File: src/rtl/median_unit_arbiter.sv
// Purpose: round-robin share of one 3-input median unit among NREQ requesters, incl. unit rst_n bring-up.
// Latency: accept -> resp_valid pulse is MED_LAT+2 cycles; one accept per cycle, responses in issue order.
// Backpressure: req_ready is a combinational one-hot grant in RUN only; responses cannot be stalled.
module median_unit_arbiter #(
    parameter int NREQ          = 3,
    parameter int WIDTH         = 32,
    parameter int MED_LAT       = 1,
    parameter int RST_LO_CYCLES = 1
) (
    input  logic                  clk,
    input  logic                  rst,
    input  logic [NREQ-1:0]       req_valid,
    output logic [NREQ-1:0]       req_ready,
    input  logic [NREQ*WIDTH-1:0] req_word0,
    input  logic [NREQ*WIDTH-1:0] req_word1,
    input  logic [NREQ*WIDTH-1:0] req_word2,
    output logic [NREQ-1:0]       resp_valid,
    output logic [WIDTH-1:0]      resp_data,
    output logic                  m_rst_n,
    output logic [WIDTH-1:0]      m_word0,
    output logic [WIDTH-1:0]      m_word1,
    output logic [WIDTH-1:0]      m_word2,
    input  logic [WIDTH-1:0]      m_median_word,
    output logic                  valid
);

    localparam int PW = (NREQ > 1) ? $clog2(NREQ) : 1;
    localparam int CW = $clog2(RST_LO_CYCLES + 1);

    if (NREQ < 2) begin : g_bad_nreq
        $error("median_unit_arbiter: NREQ must be at least 2");
    end
    if (MED_LAT < 1) begin : g_bad_lat
        $error("median_unit_arbiter: MED_LAT must be at least 1");
    end
    if (RST_LO_CYCLES < 1) begin : g_bad_lo
        $error("median_unit_arbiter: RST_LO_CYCLES must be at least 1");
    end

    typedef enum logic [1:0] {
        INIT_HI  = 2'd0,
        INIT_LO  = 2'd1,
        INIT_REL = 2'd2,
        RUN      = 2'd3
    } state_t;

    state_t          state;
    state_t          state_nxt;
    logic [CW-1:0]   lo_cnt;
    logic [PW-1:0]   ptr;
    logic [PW-1:0]   grant_idx;
    logic [PW-1:0]   cand;
    logic [NREQ-1:0] grant;
    logic            accept;
    // Index of the request being issued travels alongside the unit's pipeline
    logic [NREQ-1:0] tag_pipe [MED_LAT+1];

    // State register and low-phase counter for the unit's rst_n pulse
    always_ff @(posedge clk) begin
        if (rst) begin
            state  <= INIT_HI;
            lo_cnt <= '0;
        end else begin
            state  <= state_nxt;
            lo_cnt <= (state == INIT_LO) ? lo_cnt + 1'b1 : '0;
        end
    end

    // Bring-up sequencing: high, low for RST_LO_CYCLES, high, then run forever
    always_comb begin
        state_nxt = state;
        case (state)
            INIT_HI:  state_nxt = INIT_LO;
            INIT_LO:  if (lo_cnt == CW'(RST_LO_CYCLES - 1)) state_nxt = INIT_REL;
            INIT_REL: state_nxt = RUN;
            RUN:      state_nxt = RUN;
            default:  state_nxt = INIT_HI;
        endcase
    end

    assign m_rst_n = (state != INIT_LO);
    assign valid   = (state == RUN);

    // Round-robin grant: first valid requester scanning upward from ptr+1
    always_comb begin
        grant     = '0;
        grant_idx = ptr;
        accept    = 1'b0;
        cand      = '0;
        if (state == RUN) begin
            for (int k = 1; k <= NREQ; k++) begin
                cand = PW'((int'(ptr) + k) % NREQ);
                if (!accept && req_valid[cand]) begin
                    accept      = 1'b1;
                    grant[cand] = 1'b1;
                    grant_idx   = cand;
                end
            end
        end
    end

    assign req_ready = grant;

    // Launch the granted words into the unit; idle cycles keep the last operands
    always_ff @(posedge clk) begin
        if (rst) begin
            m_word0 <= '0;
            m_word1 <= '0;
            m_word2 <= '0;
            ptr     <= PW'(NREQ - 1);
        end else if (accept) begin
            m_word0 <= req_word0[int'(grant_idx)*WIDTH +: WIDTH];
            m_word1 <= req_word1[int'(grant_idx)*WIDTH +: WIDTH];
            m_word2 <= req_word2[int'(grant_idx)*WIDTH +: WIDTH];
            ptr     <= grant_idx;
        end
    end

    // Tag shift register aligned to the unit latency, then the response register
    always_ff @(posedge clk) begin
        if (rst) begin
            for (int i = 0; i <= MED_LAT; i++) tag_pipe[i] <= '0;
            resp_valid <= '0;
            resp_data  <= '0;
        end else begin
            tag_pipe[0] <= accept ? grant : '0;
            for (int i = 1; i <= MED_LAT; i++) tag_pipe[i] <= tag_pipe[i-1];
            resp_valid <= tag_pipe[MED_LAT];
            if (tag_pipe[MED_LAT] != '0) resp_data <= m_median_word;
        end
    end

endmodule

File: config.mk
export PLATFORM = sky130hd
export DESIGN_NAME = median_unit_arbiter
export DESIGN_NICKNAME = d
export VERILOG_FILES = /design/src/rtl/median_unit_arbiter.sv
export SDC_FILE = /design/constraint.sdc
export NUM_CORES = 1
export LEC_CHECK = 0
export ABC_AREA = 1
export ABC_CLOCK_PERIOD_IN_PS = 5500
export BUFFER_PORTS_ARGS = -buffer_cell sky130_fd_sc_hd__buf_2
export CAP_MARGIN = 20
export CORE_AREA = 2 2 181 183
export DETAILED_ROUTE_END_ITERATION = 6
export DIE_AREA = 0 0 183 185
export GPL_TIMING_DRIVEN = 0
export HOLD_SLACK_MARGIN = 0.08
export PLACE_DENSITY_LB_ADDON = 0.08
export SETUP_SLACK_MARGIN = 0.05
export SLEW_MARGIN = 40
export SYNTH_ARGS = -nofsm -noshare
export SYNTH_HDL_FRONTEND = slang
export SYNTH_SLANG_ARGS = --single-unit
File: constraint.sdc
create_clock -name clk -period 5.5 [get_ports clk]
set_input_delay 0 -clock clk [delete_from_list [all_inputs] [get_ports clk]]
set_output_delay 0 -clock clk [all_outputs]
set_load 0.02 [all_outputs]
# Word level (Yosys, flattened, before mapping)

Memories as Yosys holds them, arrays and structs flattened.
Index checks and enable logic that the tools add are counted.
W data, S select, Z words.

Equal/unequal tests: 5
Bitwise logic cells: 5
Add/subtract/negate cells: 4
Divide/modulo/power cells: 3
Muxes and demuxes: 36
Reductions and logical operators: 11
Shift operators: 3
$lt $le $gt $ge: 6

Operators with widths:

| cell                    | number |
|---|---|
| $shiftx A96 B8 Y32      | 3 |
| $mod A32 B3 Y32 const B | 3 |
| $mux W3                 | 9 |
| $mux W1                 | 15 |
| $mux W2                 | 5 |
| $lt A2 B3 Y1 const B    | 3 |
| $add A2 B2 Y3 const B   | 2 |
| $bmux W1 S2             | 3 |
| $demux W1 S2            | 3 |
| $ge A2 B1 Y1 const B    | 3 |
| $or A3 B3 Y3            | 2 |
| $pmux W2 S3             | 1 |
| $logic_and A1 B1 Y1     | 5 |
| $eq A2 B2 Y1 const B    | 2 |
| $reduce_or A2 Y1        | 2 |
| $add A2 B1 Y3 const B   | 1 |
| $reduce_bool A3 Y1      | 1 |
| $eq A2 B1 Y1 const B    | 1 |
| $logic_not A1 Y1        | 2 |
| $logic_not A2 Y1        | 1 |
| $ne A2 B1 Y1 const B    | 1 |
| $ne A2 B2 Y1 const B    | 1 |
| $or A1 B1 Y1            | 2 |
| $add A1 B1 Y1 const B   | 1 |
| $not A1 Y1              | 1 |

Word-level logic and storage cells: 82
Input bits: 325
Register bits: 136
Memories: 1
Output and inout bits: 136
RAM bits: 6

Memories:

| name     | depth | bits a word | read ports | clocked after Yosys merged registers in | wr ports | line | source |
|---|---|---|---|---|---|---|---|
| tag_pipe | 2     | 3           | 2          | 0                                       | 2        | 56   | `logic [NREQ-1:0] tag_pipe [MED_LAT+1];` |

# Depth between registers and ports, before layout

Word-level depth: 16
Depth in mapped cells: 16
Depth with buffers taken out: 14

# Least setup slack after synthesis

OpenSTA, ideal clock, no wires.

Kind: register -> register
From: register ptr[0]
To: register m_word0[0]
Setup slack: 3.175 ns
Period minus slack after synthesis: 2.325 ns
Stages on the path, launching flop included: 15
Setup time: 0.121 ns
Buffers on the path: 2
Arrival time: 2.204 ns
Path through: dfxtp_1 inv_1 ha_1 o21ai_1 nand2_4 nand2_1 nor2_2 a21oi_1 nand2_2 nand2_2 buf_4 buf_2 nand2_1 nand3_1 nand3_1

Longest elaborated chain between the ends: 15
Elaborated cells between the ends (all ways): 27

RTL lines:

| item                          | line | source |
|---|---|---|
| start, declared               | 50   | `logic [PW-1:0] ptr;` |
| start signal, assigned        | 110  | `ptr <= PW'(NREQ - 1);` |
| start signal, assigned        | 115  | `ptr <= grant_idx;` |
| $add A2 B1 Y3                 | 92   | `cand = PW'((int'(ptr) + k) % NREQ);` |
| $mod A32 B3 Y32               | 92   |  |
| $bmux W1 S2                   | 93   | `if (!accept && req_valid[cand]) begin` |
| $mux W1 (not written as such) | 93   |  |
| $mux W1                       | 93   |  |
| $mux W1                       | 90   | `if (state == RUN) begin` |
| $logic_not A1 Y1              | 93   |  |
| $logic_and A1 B1 Y1           | 93   |  |
| $mux W1                       | 93   |  |
| $mux W1                       | 90   |  |
| $logic_not A1 Y1              | 93   |  |
| $logic_and A1 B1 Y1           | 93   |  |
| $mux W2                       | 93   |  |
| $mux W2                       | 90   |  |
| $shiftx A96 B8 Y32            | 112  | `m_word0 <= req_word0[int'(grant_idx)*WIDTH +: WIDTH];` |
| end signal, assigned          | 112  |  |
| end, declared                 | 20   | `output logic [WIDTH-1:0] m_word0,` |

Parallel ways exist; a longest one is shown, timed or not. The select of a mux whose other input is x is not followed.
A chain may end at the register's enable or synchronous reset.

# Worst setup path in the final report

From: register ptr[0]
To: register m_word2[10]

Longest elaborated chain between the ends: 15
Elaborated cells between the ends (all ways): 27

RTL lines:

| item                          | line | source |
|---|---|---|
| $add A2 B1 Y3                 | 92   |  |
| $mod A32 B3 Y32               | 92   |  |
| $bmux W1 S2                   | 93   |  |
| $mux W1 (not written as such) | 93   |  |
| $mux W1                       | 93   |  |
| $mux W1                       | 90   |  |
| $logic_not A1 Y1              | 93   |  |
| $logic_and A1 B1 Y1           | 93   |  |
| $mux W1                       | 93   |  |
| $mux W1                       | 90   |  |
| $logic_not A1 Y1              | 93   |  |
| $logic_and A1 B1 Y1           | 93   |  |
| $mux W2                       | 93   |  |
| $mux W2                       | 90   |  |
| $shiftx A96 B8 Y32            | 114  | `m_word2 <= req_word2[int'(grant_idx)*WIDTH +: WIDTH];` |
| end signal, assigned          | 114  |  |
| end, declared                 | 22   | `output logic [WIDTH-1:0] m_word2,` |

Parallel ways exist; a longest one is shown, timed or not. The select of a mux whose other input is x is not followed.

==> flow_summary.ini <==
[sta]
finClkSkew_ns = 0.01653
finalHoldViolCount = 0
setup_violations = 0
min_period_ns = 4.122
timing.fmax_ghz = 0.2426
max-slew-margin-rel_pct = 44.04
timing.final.crit_share_pct = 74.95
fin_ws_ns = 1.378
drv_slew = 0
grt_setup_unrepaired = false
worst_slew_pin_slew_ns = 0.8394
finalSetupTns_ns = 0

[route]
vias_per_cell = 4.585
wl_per_cell_um = 15.44
ant_nets = 0
drtIter0Drc = 473
drcViolationCount = 0
vias = 11770
firstDrtPassIters = 5
wirelength_um = 39660

[critical_path]
worstSetupStartpoint = ptr[0]
cp.arrival_ns = 4.49
r2r_end = m_word2[10]
r2r_start = ptr[0]
slowest_delay_ns = 0.58
crit_family = buffers and inverters
rrSetupSlack_ns = 1.38
cp-endpoint = m_word2[10]
r2r_cells = 16
timing.setup.critical_path_class = flip-flop to flip-flop
path_max_fanout = 10
cp_slowest_cell = dlygate4sd3_1
crit_chain = inv_1, ha_1, inv_2, nand2_1, nand3_2, nand2_4, nand3_1, nand2_2, nand2_1, nand2_1, buf_4, buf_2, nand3_1, dlygate4sd3_1, a21oi_1, dlygate4sd3_1
worstPathRequired_ns = 5.87
cp_num_buf_inv = 6
startpoint_type = flip-flop
critPathMostFrequentCell = nand2_1
endpoint_kind = flip-flop
cp.depth = 16

[place]
hpwl_um = 28720
io_buffers = 460
dpl_worst_slack_ns = 2.457
gp_congestion = 0.8302
postPlaceCellArea_sq_mm = 0.01110

[global_routing]
grt_pass1_wl_um = 59580
grt_max_degree = 17
grt_usage_pct = 22.44
overflow = 0
grt_pass1_vias = 11180
antenna_found_initial = 13

[floorplan]
die_height_um = 185
die_w_um = 183
io-pin-count = 461
coreArea_sq_mm = 0.03204
dieArea_sq_mm = 0.03386
initial_utilization_pct = 25.87
rows = 66

[final_layout]
fin_nets = 2462
synthToLayoutAreaGrowth_pct = 78.22
design_area_sq_mm = 0.01477
multi_input_area_sq_mm = 0.004202
drive_gt1_share_pct = 25.49
n_fill_cell = 3524
final_common_cell = buf_2
regArea_sq_mm = 0.002843
layout_common_cells = buf_2, dlygate4sd3_1, nand3_1, nor2_1, inv_1

[clock_tree]
cts_made_buffers = 17
cts_tree = yes
clk_pin_slew_ns = 0.07
htree_levels = 4
post-cts-setup-buffers = 0
hold_buffers = 301
clk_latency_ns = 0.43
cts.sinks = 142
ctsResizeCount = 0
cts_root_buf = clkbuf_16
clockBufferDepth = 2

[power]
powerDensity_mw_per_mm2 = 231.4
ir_worst_vdd_uv = 195.9
p_leak_uw = 0.007723

[logic_synthesis]
avgSynthCellArea_sq_um = 6.127
synth_warnings = 0
syn_nets = 1682
ys_ff_latch = 142
seq_area_frac_synth_pct = 34.29
ys_types = 24
synth_area_sq_mm = 0.008289
syn_inst = 1353

[outcome]
outcome = complete, no violations

[run]
max_cap_viol_count = 0

[hold_path]
worstHoldPathType = input pin to flip-flop
==> cells in the mapped netlist (all sizes together) <==
library cell	number	share of area [%]
nand3	286	17
nor2	233	11
inv	198	9.0
nand2	147	6.8
dfxtp	142	34
o21ai	111	6.7
a21oi	79	4.8
clkbuf	55	2.5
buf	51	3.5
nand3b	21	1.9
nand4	21	1.6
ha	4	0.60
nor3	3	0.18
clkinv	1	0.045
o22ai	1	0.076
==> worst min-delay path by stage <==
stage	end	start	slack [ns]	cells past startpoint
after CTS	tag_pipe[0][2]	req_valid[0]	0.22	8
after global routing	tag_pipe[0][2]	req_valid[0]	0.26	8
after global placement	resp_data[21]	m_median_word[21]	0.25	3
after floorplan	m_word0[0]	req_word0[64]	0.16	2
final	tag_pipe[0][2]	req_valid[0]	0.23	8
after detailed placement	resp_data[21]	m_median_word[21]	0.26	3
==> sequential cells by signal, summed over array words and instances, names as in the netlist <==
register / flops
lo_cnt: 1
resp_valid: 3
ptr: 2
m_word1: 32
state: 2
m_word0: 32
resp_data: 32
tag_pipe: 6
m_word2: 32
==> metrics by stage <==
step	utilization (%)	total power [uW]	cells	hold WS (ns)
finish	46.11	3419	2568	0.2268
global route	46.06	3616	2562	0.2634
CTS	46.00	3446	2554	0.2178
detailed placement	34.65	1987	2221	0.2581
global placement	34.65	1984	2221	0.2486
floorplan	-	1646	1353	0.1642
==> worst register-to-register path, cell delays in order (launching register included) <==
cell,delay (ns)
dfxtp_1,0.44
inv_1,0.10
ha_1,0.41
inv_2,0.09
nand2_1,0.10
nand3_2,0.10
nand2_4,0.13
nand3_1,0.10
nand2_2,0.21
nand2_1,0.18
nand2_1,0.23
buf_4,0.27
buf_2,0.30
nand3_1,0.11
dlygate4sd3_1,0.58
a21oi_1,0.15
dlygate4sd3_1,0.56
==> power breakdown <==
group	switching, uW	internal [uW]
Sequential	31.7	1090
Clock	560	698
Combinational	572	470
==> per-layer routing <==
layer | vias to the layer above | global-route usage (%) | wire length, um
met1 | 5428 | 27.55 | 16820
li1 | 5916 | - | -
met4 | 4 | 8.032 | 924
met2 | 373 | 38.64 | 19350
met5 | - | 0 | 29
met3 | 52 | 4.935 | 2539
==> area by class of cell <==
| cell class | count | share of cell area [%] |
|---|---|---|
| Antenna cell | 14 | 0.2371 |
| Clock inverter | 15 | 1.338 |
| Multi-Input combinational cell | 906 | 28.44 |
| Inverter | 199 | 5.056 |
| Clock buffer | 17 | 2.880 |
| Sequential cell | 142 | 19.24 |
| Timing Repair Buffer | 761 | 35.98 |
| Tap cell | 408 | 3.456 |
| Buffer | 106 | 3.371 |
==> cell families after synthesis <==
logic type	Yosys count	synth area share, %
adders and majority gates	4	0.6038
AOI/OAI and AO/OA	191	11.55
buffers and inverters	305	15.02
DFF	142	34.29
and+or+nand+nor	711	38.54
(Power assumes the default switching activity.)
